### src/rtl/dither_gen_v3_pkg.sv
// Shared types and helpers for the dither generator / synchronous demodulator.
package dither_gen_v3_pkg;

  // FSM states; encodings are visible on the o_cstate debug port.
  typedef enum logic [3:0] {
    ST_IDLE     = 4'd0,
    ST_DITHER_H = 4'd1,
    ST_WAIT_H   = 4'd2,
    ST_ACQ_H    = 4'd3,
    ST_DITHER_L = 4'd4,
    ST_WAIT_L   = 4'd5,
    ST_ACQ_L    = 4'd6,
    ST_OUT_GEN  = 4'd7
  } state_e;

  // Width of the averaging select field.
  localparam int AVG_W = 4;

  // Accumulator width: one sample width, plus log2 of the largest sample
  // count, plus one bit so that the H-L difference cannot overflow.
  function automatic int acc_w(input int dw, input int max_avg);
    return dw + max_avg + 1;
  endfunction

endpackage

### src/rtl/dither_gen_v3_if.sv
// Configuration, sample and result signals of the dither generator.
interface dither_gen_v3_if
  import dither_gen_v3_pkg::*;
#(
  parameter int DW = 32,
  parameter int CW = 32
);
  logic                 i_en;
  logic signed [DW-1:0] i_dither_high;
  logic signed [DW-1:0] i_dither_low;
  logic [CW-1:0]        i_half_period;
  logic [CW-1:0]        i_wait_cnt;
  logic [AVG_W-1:0]     i_avg_sel;
  logic signed [DW-1:0] i_data;
  logic                 i_data_vld;
  logic signed [DW-1:0] o_dither_out;
  logic signed [DW-1:0] o_data;
  logic                 o_data_vld;
  logic                 o_sat;
  logic                 o_miss;
  logic [3:0]           o_cstate;

  // Loop controller side: drives config and samples, reads results.
  modport master (
    output i_en, i_dither_high, i_dither_low, i_half_period, i_wait_cnt,
           i_avg_sel, i_data, i_data_vld,
    input  o_dither_out, o_data, o_data_vld, o_sat, o_miss, o_cstate
  );

  // Generator side.
  modport slave (
    input  i_en, i_dither_high, i_dither_low, i_half_period, i_wait_cnt,
           i_avg_sel, i_data, i_data_vld,
    output o_dither_out, o_data, o_data_vld, o_sat, o_miss, o_cstate
  );
endinterface

### src/rtl/dither_gen_v3_accum.sv
// Per-half sample accumulator: clears, adds valid samples until 2^avg_sel
// have been taken, and flags completion.
module dither_gen_v3_accum
  import dither_gen_v3_pkg::*;
#(
  parameter int DW      = 32,
  parameter int MAX_AVG = 6
) (
  input  logic                                  i_clk,
  input  logic                                  i_rst_n,
  input  logic                                  clr_i,
  input  logic                                  add_i,
  input  logic signed [DW-1:0]                  data_i,
  input  logic [AVG_W-1:0]                      avg_sel_i,
  output logic signed [acc_w(DW, MAX_AVG)-1:0]  acc_o,
  output logic                                  done_o
);
  localparam int ACC_W = acc_w(DW, MAX_AVG);
  localparam int CNT_W = MAX_AVG + 1;

  logic signed [ACC_W-1:0] acc_q;
  logic [CNT_W-1:0]        cnt_q;
  logic [CNT_W-1:0]        target;

  // Sample target N = 2^avg_sel; avg_sel is already clamped to MAX_AVG.
  assign target = {{(CNT_W-1){1'b0}}, 1'b1} << avg_sel_i;
  assign done_o = (cnt_q == target);
  assign acc_o  = acc_q;

  // Accumulate sign-extended samples; samples beyond N are ignored.
  // NOTE: sequential state uses non-blocking assignments so every register samples pre-edge values.
  always_ff @(posedge i_clk or negedge i_rst_n) begin
    if (!i_rst_n) begin
      acc_q <= '0;
      cnt_q <= '0;
    end else if (clr_i) begin
      acc_q <= '0;
      cnt_q <= '0;
    end else if (add_i && !done_o) begin
      acc_q <= acc_q + {{(ACC_W-DW){data_i[DW-1]}}, data_i};
      cnt_q <= cnt_q + CNT_W'(1);
    end
  end

endmodule

### src/rtl/dither_gen_v3.sv
// Square-wave dither generator with synchronous demodulation: drives the
// high/low level, averages each half, emits saturated (avg_H - avg_L) once
// per period.
module dither_gen_v3
  import dither_gen_v3_pkg::*;
#(
  parameter int DW      = 32,
  parameter int CW      = 32,
  parameter int MAX_AVG = 6
) (
  input logic             i_clk,
  input logic             i_rst_n,
  dither_gen_v3_if.slave  bus
);
  localparam int ACC_W = acc_w(DW, MAX_AVG);
  localparam logic signed [ACC_W-1:0] MAX_V = {{(ACC_W-DW+1){1'b0}}, {(DW-1){1'b1}}};
  localparam logic signed [ACC_W-1:0] MIN_V = {{(ACC_W-DW+1){1'b1}}, {(DW-1){1'b0}}};

  state_e                  state_q, state_d;
  logic [CW-1:0]           half_cnt_q, half_cnt_d;
  logic signed [DW-1:0]    high_q, low_q;
  logic [CW-1:0]           hp_q, wait_q;
  logic [AVG_W-1:0]        avg_q;
  logic signed [DW-1:0]    dither_q, data_q;
  logic                    vld_q, sat_q, miss_q;

  logic                    h_end, l_end, wait_done;
  logic                    load_cfg, enter_l, go_idle;
  logic                    clr_h, clr_l, add_h, add_l, out_gen;
  logic [CW-1:0]           hp_in;
  logic [AVG_W-1:0]        avg_in;
  logic signed [ACC_W-1:0] acc_h, acc_l, diff, shifted;
  logic                    done_h, done_l;
  logic signed [DW-1:0]    res;
  logic                    res_sat;

  // The H half ends on its last count; the L half hands its last clock to OUT_GEN.
  assign h_end     = (half_cnt_q == hp_q - CW'(1));
  assign l_end     = (half_cnt_q == hp_q - CW'(2));
  assign wait_done = (half_cnt_q >= wait_q);
  assign hp_in     = (bus.i_half_period < CW'(4)) ? CW'(4) : bus.i_half_period;
  assign avg_in    = (bus.i_avg_sel > AVG_W'(MAX_AVG)) ? AVG_W'(MAX_AVG) : bus.i_avg_sel;

  // State register.
  always_ff @(posedge i_clk or negedge i_rst_n) begin
    if (!i_rst_n) state_q <= ST_IDLE;
    else          state_q <= state_d;
  end

  // Next-state logic; half-boundary exits take priority over the settle wait.
  // NOTE: every output gets a default first so no latch is inferred.
  always_comb begin
    state_d = state_q;
    case (state_q)
      ST_IDLE:     if (bus.i_en) state_d = ST_DITHER_H;
      ST_DITHER_H: state_d = (wait_q == '0) ? ST_ACQ_H : ST_WAIT_H;
      ST_WAIT_H:   if (h_end) state_d = ST_DITHER_L;
                   else if (wait_done) state_d = ST_ACQ_H;
      ST_ACQ_H:    if (h_end) state_d = ST_DITHER_L;
      ST_DITHER_L: state_d = (wait_q == '0) ? ST_ACQ_L : ST_WAIT_L;
      ST_WAIT_L:   if (l_end) state_d = ST_OUT_GEN;
                   else if (wait_done) state_d = ST_ACQ_L;
      ST_ACQ_L:    if (l_end) state_d = ST_OUT_GEN;
      ST_OUT_GEN:  state_d = bus.i_en ? ST_DITHER_H : ST_IDLE;
      default:     state_d = ST_IDLE;
    endcase
  end

  // FSM output decode: entry strobes, accumulator control, result capture.
  always_comb begin
    load_cfg = (state_d == ST_DITHER_H);
    enter_l  = (state_d == ST_DITHER_L);
    go_idle  = (state_d == ST_IDLE);
    clr_h    = (state_q == ST_DITHER_H);
    clr_l    = (state_q == ST_DITHER_L);
    add_h    = (state_q == ST_ACQ_H) && bus.i_data_vld;
    add_l    = (state_q == ST_ACQ_L) && bus.i_data_vld;
    out_gen  = (state_q == ST_OUT_GEN);
  end

  // Half counter restarts at each dither step; shadow config loads only at DITHER_H.
  assign half_cnt_d = (load_cfg || enter_l || go_idle) ? '0 : half_cnt_q + CW'(1);

  // Half counter, shadowed configuration and the dither level register.
  always_ff @(posedge i_clk or negedge i_rst_n) begin
    if (!i_rst_n) begin
      half_cnt_q <= '0;
      high_q     <= '0;
      low_q      <= '0;
      hp_q       <= '0;
      wait_q     <= '0;
      avg_q      <= '0;
      dither_q   <= '0;
    end else begin
      half_cnt_q <= half_cnt_d;
      if (load_cfg) begin
        high_q   <= bus.i_dither_high;
        low_q    <= bus.i_dither_low;
        hp_q     <= hp_in;
        wait_q   <= bus.i_wait_cnt;
        avg_q    <= avg_in;
        dither_q <= bus.i_dither_high;
      end else if (enter_l) begin
        dither_q <= low_q;
      end else if (go_idle) begin
        dither_q <= '0;
      end
    end
  end

  dither_gen_v3_accum #(.DW(DW), .MAX_AVG(MAX_AVG)) u_acc_h (
    .i_clk(i_clk), .i_rst_n(i_rst_n), .clr_i(clr_h), .add_i(add_h),
    .data_i(bus.i_data), .avg_sel_i(avg_q), .acc_o(acc_h), .done_o(done_h)
  );

  dither_gen_v3_accum #(.DW(DW), .MAX_AVG(MAX_AVG)) u_acc_l (
    .i_clk(i_clk), .i_rst_n(i_rst_n), .clr_i(clr_l), .add_i(add_l),
    .data_i(bus.i_data), .avg_sel_i(avg_q), .acc_o(acc_l), .done_o(done_l)
  );

  // Difference of sums scaled back to a mean, then clamped to the output range.
  always_comb begin
    diff    = acc_h - acc_l;
    shifted = diff >>> avg_q;
    res     = shifted[DW-1:0];
    res_sat = 1'b0;
    if (shifted > MAX_V) begin
      res     = MAX_V[DW-1:0];
      res_sat = 1'b1;
    end else if (shifted < MIN_V) begin
      res     = MIN_V[DW-1:0];
      res_sat = 1'b1;
    end
  end

  // Result registers update on the edge leaving OUT_GEN; short periods only pulse o_miss.
  always_ff @(posedge i_clk or negedge i_rst_n) begin
    if (!i_rst_n) begin
      data_q <= '0;
      sat_q  <= 1'b0;
      vld_q  <= 1'b0;
      miss_q <= 1'b0;
    end else begin
      vld_q  <= out_gen && done_h && done_l;
      miss_q <= out_gen && !(done_h && done_l);
      if (out_gen && done_h && done_l) begin
        data_q <= res;
        sat_q  <= res_sat;
      end
    end
  end

  assign bus.o_dither_out = dither_q;
  assign bus.o_data       = data_q;
  assign bus.o_data_vld   = vld_q;
  assign bus.o_sat        = sat_q;
  assign bus.o_miss       = miss_q;
  assign bus.o_cstate     = state_q;

endmodule

### src/flat_wrapper.sv
// flat-port wrapper written by rule: the top's interface ports become plain ports
module dither_gen_v3_flat import dither_gen_v3_pkg::*;
#(
  parameter int DW      = 32,
  parameter int CW      = 32,
  parameter int MAX_AVG = 6
)
  (i_clk, i_rst_n, bus_i_en, bus_i_dither_high, bus_i_dither_low, bus_i_half_period, bus_i_wait_cnt, bus_i_avg_sel, bus_i_data, bus_i_data_vld, bus_o_dither_out, bus_o_data, bus_o_data_vld, bus_o_sat, bus_o_miss, bus_o_cstate);
  dither_gen_v3_if #(.DW(DW), .CW(CW)) bus_i ();
  input logic i_clk;
  input logic i_rst_n;
  input wire logic [$bits(bus_i.i_en)-1:0] bus_i_en;
  input wire logic [$bits(bus_i.i_dither_high)-1:0] bus_i_dither_high;
  input wire logic [$bits(bus_i.i_dither_low)-1:0] bus_i_dither_low;
  input wire logic [$bits(bus_i.i_half_period)-1:0] bus_i_half_period;
  input wire logic [$bits(bus_i.i_wait_cnt)-1:0] bus_i_wait_cnt;
  input wire logic [$bits(bus_i.i_avg_sel)-1:0] bus_i_avg_sel;
  input wire logic [$bits(bus_i.i_data)-1:0] bus_i_data;
  input wire logic [$bits(bus_i.i_data_vld)-1:0] bus_i_data_vld;
  output wire logic [$bits(bus_i.o_dither_out)-1:0] bus_o_dither_out;
  output wire logic [$bits(bus_i.o_data)-1:0] bus_o_data;
  output wire logic [$bits(bus_i.o_data_vld)-1:0] bus_o_data_vld;
  output wire logic [$bits(bus_i.o_sat)-1:0] bus_o_sat;
  output wire logic [$bits(bus_i.o_miss)-1:0] bus_o_miss;
  output wire logic [$bits(bus_i.o_cstate)-1:0] bus_o_cstate;
  assign bus_i.i_en = bus_i_en;
  assign bus_i.i_dither_high = bus_i_dither_high;
  assign bus_i.i_dither_low = bus_i_dither_low;
  assign bus_i.i_half_period = bus_i_half_period;
  assign bus_i.i_wait_cnt = bus_i_wait_cnt;
  assign bus_i.i_avg_sel = bus_i_avg_sel;
  assign bus_i.i_data = bus_i_data;
  assign bus_i.i_data_vld = bus_i_data_vld;
  assign bus_o_dither_out = bus_i.o_dither_out;
  assign bus_o_data = bus_i.o_data;
  assign bus_o_data_vld = bus_i.o_data_vld;
  assign bus_o_sat = bus_i.o_sat;
  assign bus_o_miss = bus_i.o_miss;
  assign bus_o_cstate = bus_i.o_cstate;
  dither_gen_v3 #(.DW(DW), .CW(CW), .MAX_AVG(MAX_AVG)) u_core (.i_clk(i_clk), .i_rst_n(i_rst_n), .bus(bus_i));
endmodule
### config.mk
export PLATFORM = sky130hd
export DESIGN_NAME = dither_gen_v3_flat
export DESIGN_NICKNAME = d
export VERILOG_FILES = /design/src/rtl/dither_gen_v3_pkg.sv /design/src/rtl/dither_gen_v3_if.sv /design/src/rtl/dither_gen_v3_accum.sv /design/src/rtl/dither_gen_v3.sv /design/src/flat_wrapper.sv
export SDC_FILE = /design/constraint.sdc
export NUM_CORES = 1
export LEC_CHECK = 0
export BUFFER_PORTS_ARGS = -buffer_cell sky130_fd_sc_hd__buf_2
export CORE_ASPECT_RATIO = 1.4
export CORE_UTILIZATION = 30
export CTS_CLUSTER_SIZE = 20
export DETAILED_ROUTE_END_ITERATION = 8
export GPL_ROUTABILITY_DRIVEN = 0
export PLACE_DENSITY = 0.46
export SLEW_MARGIN = 20
export SYNTH_ARGS = -nofsm -noshare
export SYNTH_HDL_FRONTEND = slang
export SYNTH_SLANG_ARGS = --single-unit
### constraint.sdc
create_clock -name i_clk -period 4.45 [get_ports i_clk]
set_input_delay 0.2225 -clock i_clk [delete_from_list [all_inputs] [get_ports i_clk]]
set_output_delay 0.2225 -clock i_clk [all_outputs]
set_load 0.01 [all_outputs]
==> summary.md <==
| Metric | Value |
|---|---|
| Die ar. | roughly 83000 µm² |
| Flops & latches, synth | 295 |
| Commonest register cell after synthesis | dfrtp_1 |
| H-tree depth | 2 |
| Setup TNS | -9.498 ns |
| Comb power frac | between 50% and 60% |
| DRT Pass-1 Iters | 7 |
| Die width | between 200 and 250 µm |
| Fin. max-slew vios | 0 |
| Initial DRC count | between 1000 and 1500 |
| Total global routing track utilization | 21.60% |
| Initial core utilization | a little under a third |
| FMAX | between 0.2 and 0.25 GHz |
| Commonest non-fill, non-tap cell in the layout | buf_4 |
| Final Non-Filler Cells | around 4800 |
| Fin. Hold Viols | 0 |
| Crit-path max FO | 8 |
| Final Cycle Share | 108.0% |
| Worst Reg2Reg Path Length in Cells | 22 |
| Ports | 239 |
| Core ar. | 81450 µm² |
| DRC viols | 0 |
| Synth unique cells | 112 |
| Flop pwr share | between 20% and 30% |
| RSZ-0062 raised after global routing | true |
| PnR worst setup slack | -0.3559 ns |
| Setup crit end kind | flip-flop |
| Grt ovf | 0 |
| Hold Path Class | input port to flip-flop |
| Vias in the first global route | between 20000 and 30000 |
| Grt peak-use layer | met2 |
| Placed insts | roughly 4600 |
| Crit-path max cell delay | between 0.5 and 0.6 ns |
| Post-Syn Area | ~25000 µm² |
| Synth area leaders | dfrtp_1 30%, ha_1 7.7%, o21ai_0 5.0%, xnor2_1 3.9%, nand2_1 3.5% |
| Crit-path most repeated cell | a211oi_4 |
| Synth top area share | roughly 30% |
| Crit path required time | between 4 and 5 ns |
| First-pass GRT wire length | 144400 µm |
| Post-synth EDFFs | 0 |
| Worst-case clock buffer depth | 3 |
| Die outline height | 341.3 µm |
| Met3 GRT Util | under 10% |
| Async S/R FF share, synth | 100.0% |
| Seq/Total Area, Yosys | 29.93% |
| Synthesis Warnings | 0 |
| Slew @ Worst Pin | 0.9447 ns |
| Synth Net Count | 3274 |
| Number of CTS-inserted buffers | 38 |
| Layout cells sized above 1 | between 20 and 30% |
| Final nets | between 4000 and 5000 |
| Terminus of the critical flop-to-flop path | u_core.bus.o_data[5] |
| TritonCTS Sinks | approximately 300 |
| Worst Skew | between 0.015 and 0.02 ns |
| Met2 Use GR | a little over 40% |
| Total power | approximately 16 mW |
| Clock power share | approximately a fifth |
| Final setup fails | 32 |
| Design Area, Final | around 34000 µm² |
| Detailed Place HPWL | just over 70000 µm |
| CTS tree | yes |
| Initial antenna violation count | 8 |
| Routed wire per std cell | 19.04 µm |
| Fillers | approximately 8300 |
| # port buffers | between 200 and 250 |
| Total length of routed wires | ~90000 µm |
| M1 GR Usage | roughly a quarter |
| Net Sw Frac | between 40% and 50% |
| Vias post-DR | approximately 25000 |
| Clk_lat worst skew | around 0.59 ns |
| Worst Hold End | u_core.avg_q[2] |
| Status | finished with violations |
| Area Overhead vs Synth | 37.34% |
| Core Rows | 124 |
| Most frequent cells in the layout | 477 x buf_4, 293 x dfrtp_1, 237 x buf_2 |
| Static Leak | roughly 16 nW |
| # Max-Cap Violations | 0 |
| Final ANT Viol Nets | 0 |
| Failing checks | setup timing |
| Synthesized instance count | between 2000 and 3000 |
| VDD IR max | between 0.3 and 0.4 mV |
| Util after Layout | between 40% and 50% |
| Flop-to-flop setup slack | -0.36 ns |
| Worst-path clk slew | ~0.06 ns |
| Cell Area, Placed | about 30000 µm² |
| Fin crit period | roughly 4.8 ns |
| PD cells | roughly 470 nW/µm² |
| Cell breakdown of the critical path | inv_2 -> ha_4 -> inv_2 -> fa_2 -> a211oi_4 -> o21ai_2 -> buf_6 -> a211oi_4 -> buf_4 -> o22ai_4 -> a211oi_4 -> buf_4 -> o311ai_0 -> a211o_1 -> nand4b_1 -> or4_4 -> nor4_4 -> and4_4 -> buf_6 -> nor2_4 -> clkbuf_16 -> o21ai_2 |
| Largest net degree at the start of global routing | 102 |
| Relative slew slack | about 37% |
| Hold Startpoint | bus_i_avg_sel[3] |
| Int Pwr | between 9 and 10 mW |
| Critical Path Source Type | flip-flop |
| Root Buffer Master | clkbuf_16 |
| Critical path class | flip-flop to flip-flop |
| Cell accounting for the most synthesized area | dfrtp_1 |
| ANT cells | 0 |
| Critical Path AT | between 5 and 6 ns |
| Hold Path Depth | 3 |
| Drt via density | around 5.3 |
| Slowest cell on the critical path | or4_4 |
| Worst r2r src | u_core.u_acc_h.acc_o[0] |
| NetSw | roughly 6.5 mW |
| Post-Syn Area per Cell | between 8 and 9 µm² |
cell usage after synthesis (8+ instances only):
library cell / n
dfrtp_1: 295
o21ai_0: 245
nand2_1: 228
nor2_1: 211
inv_1: 164
a21oi_1: 156
nand3_1: 154
ha_1: 152
xnor2_1: 110
clkbuf_1: 103
xor2_1: 92
nor3_1: 78
mux2_2: 72
a21o_1: 69
nor4_1: 48
nand4_1: 46
a22oi_1: 40
o211ai_1: 40
a211oi_1: 36
o21ai_1: 32
buf_2: 30
and3_1: 29
o21bai_1: 26
a31oi_1: 24
mux2i_1: 24
and2_1: 23
o22ai_1: 22
or3_1: 20
buf_1: 18
o21a_1: 17
or2_2: 17
nand2b_1: 16
o31ai_1: 16
mux4_2: 15
a2111oi_0: 14
nor2b_1: 14
o2111ai_1: 13
or4_1: 13
a221oi_1: 11
and4_1: 10
a211o_1: 9
a21oi_2: 8
nor3b_1: 8
layer usage:
layer | share of wire [%] | wire, µm
met1 | 39 | 35620
met2 | 52 | 47060
met5 | 0.12 | 108
met3 | 4.2 | 3800
met4 | 5.2 | 4781
worst max-delay path by stage:
stage                        startpoint               endpoint  slack, ns  cells after the start
5_1_grt         u_core.u_acc_h.acc_o[0]   u_core.bus.o_data[5]      -0.54                     22
6_report        u_core.u_acc_h.acc_o[0]   u_core.bus.o_data[5]      -0.36                     22
3_5_place_dp    u_core.u_acc_h.acc_o[0]   u_core.bus.o_data[3]      -0.77                     19
3_3_place_gp    u_core.u_acc_h.acc_o[0]  u_core.bus.o_data[30]      -0.70                     20
4_1_cts         u_core.u_acc_h.acc_o[0]  u_core.bus.o_data[24]      -0.24                     20
2_1_floorplan  u_core.u_acc_l.acc_o[16]   u_core.bus.o_data[0]      0.002                     17
critical path: cells and delay by family (launching register included):
family                   cells  cell delay [ns]
AO/OA/AOI/OAI                8             1.58
adder cells (fa/ha/maj)      2             0.51
buffers and inverters        7             0.96
flip-flops                   1             0.40
AND/OR/NAND/NOR              5             1.28
state kept, by name, summed over array words and instances, names as in the netlist:
signal and flops:
u_core.u_acc_l.cnt_q 7, u_core.wait_q 32, u_core.half_cnt_q 32, u_core.avg_q 4
u_core.bus.o_dither_out 32, u_core.bus.o_miss 1, u_core.u_acc_l.acc_o 39, u_core.low_q 32
u_core.hp_q 32, u_core.bus.o_data_vld 1, u_core.bus.o_cstate 4, u_core.u_acc_h.acc_o 39
u_core.bus.o_sat 1, u_core.u_acc_h.cnt_q 7, u_core.bus.o_data 32
what timing repair did:
| action | CTS | global route |
|---|---|---|
| endpoints found under the setup margin | 62 | 103 |
| hold endpoints to repair | 225 | 0 |
| pin swaps | 42 | 31 |
| gates cloned | 1 | 1 |
| hold buffers | 130 | 0 |
| resized for setup | 102 | 71 |
| setup buffers | 14 | 15 |
power groups by stage:
stage / logic [mW] / clock network (mW) / registers (mW)
final: 9.43 / 3.11 / 3.22
after global routing: 10.1 / 3.30 / 3.25
after CTS: 9.03 / 3.22 / 3.21
after detailed placement: 8.48 / 0 / 3.26
after global placement: 8.41 / 0 / 3.25
after floorplan: 4.55 / 0 / 3.20
area by class of cell:
cell class                 count  area, µm²  area share [%]
tap                         1071       1340           3.956
clock buffer                  48       1039           3.066
sequential                   295       7385           21.80
multi-input combinational   2334      16820           49.64
timing repair buffer         868       6481           19.13
clock inverter                15      183.9          0.5430
inverter                     168      630.6           1.862
per-stage QoR:
| step | setup slack, ns | hold WS [ns] |
|---|---|---|
| after floorplan | 0.002343 | -0.07309 |
| after global placement | -0.6962 | 0.3347 |
| after detailed placement | -0.7674 | 0.3489 |
| after CTS | -0.2370 | 0.04156 |
| after global routing | -0.5367 | 0.06184 |
| final | -0.3559 | 0.05167 |
logic make-up after synthesis:
kind of cell / count (synthesis) / synth area share (%)
other: 1 / 0.01520
and+or+nand+nor: 955 / 19.32
xor gates and xnor gates: 204 / 7.350
muxes: 111 / 5.631
AOI/OAI and AO/OA: 908 / 24.67
buffers and inverters: 322 / 5.129
adders and majority gates: 155 / 7.954
DFF: 295 / 29.93
(Power assumes the default switching activity.)
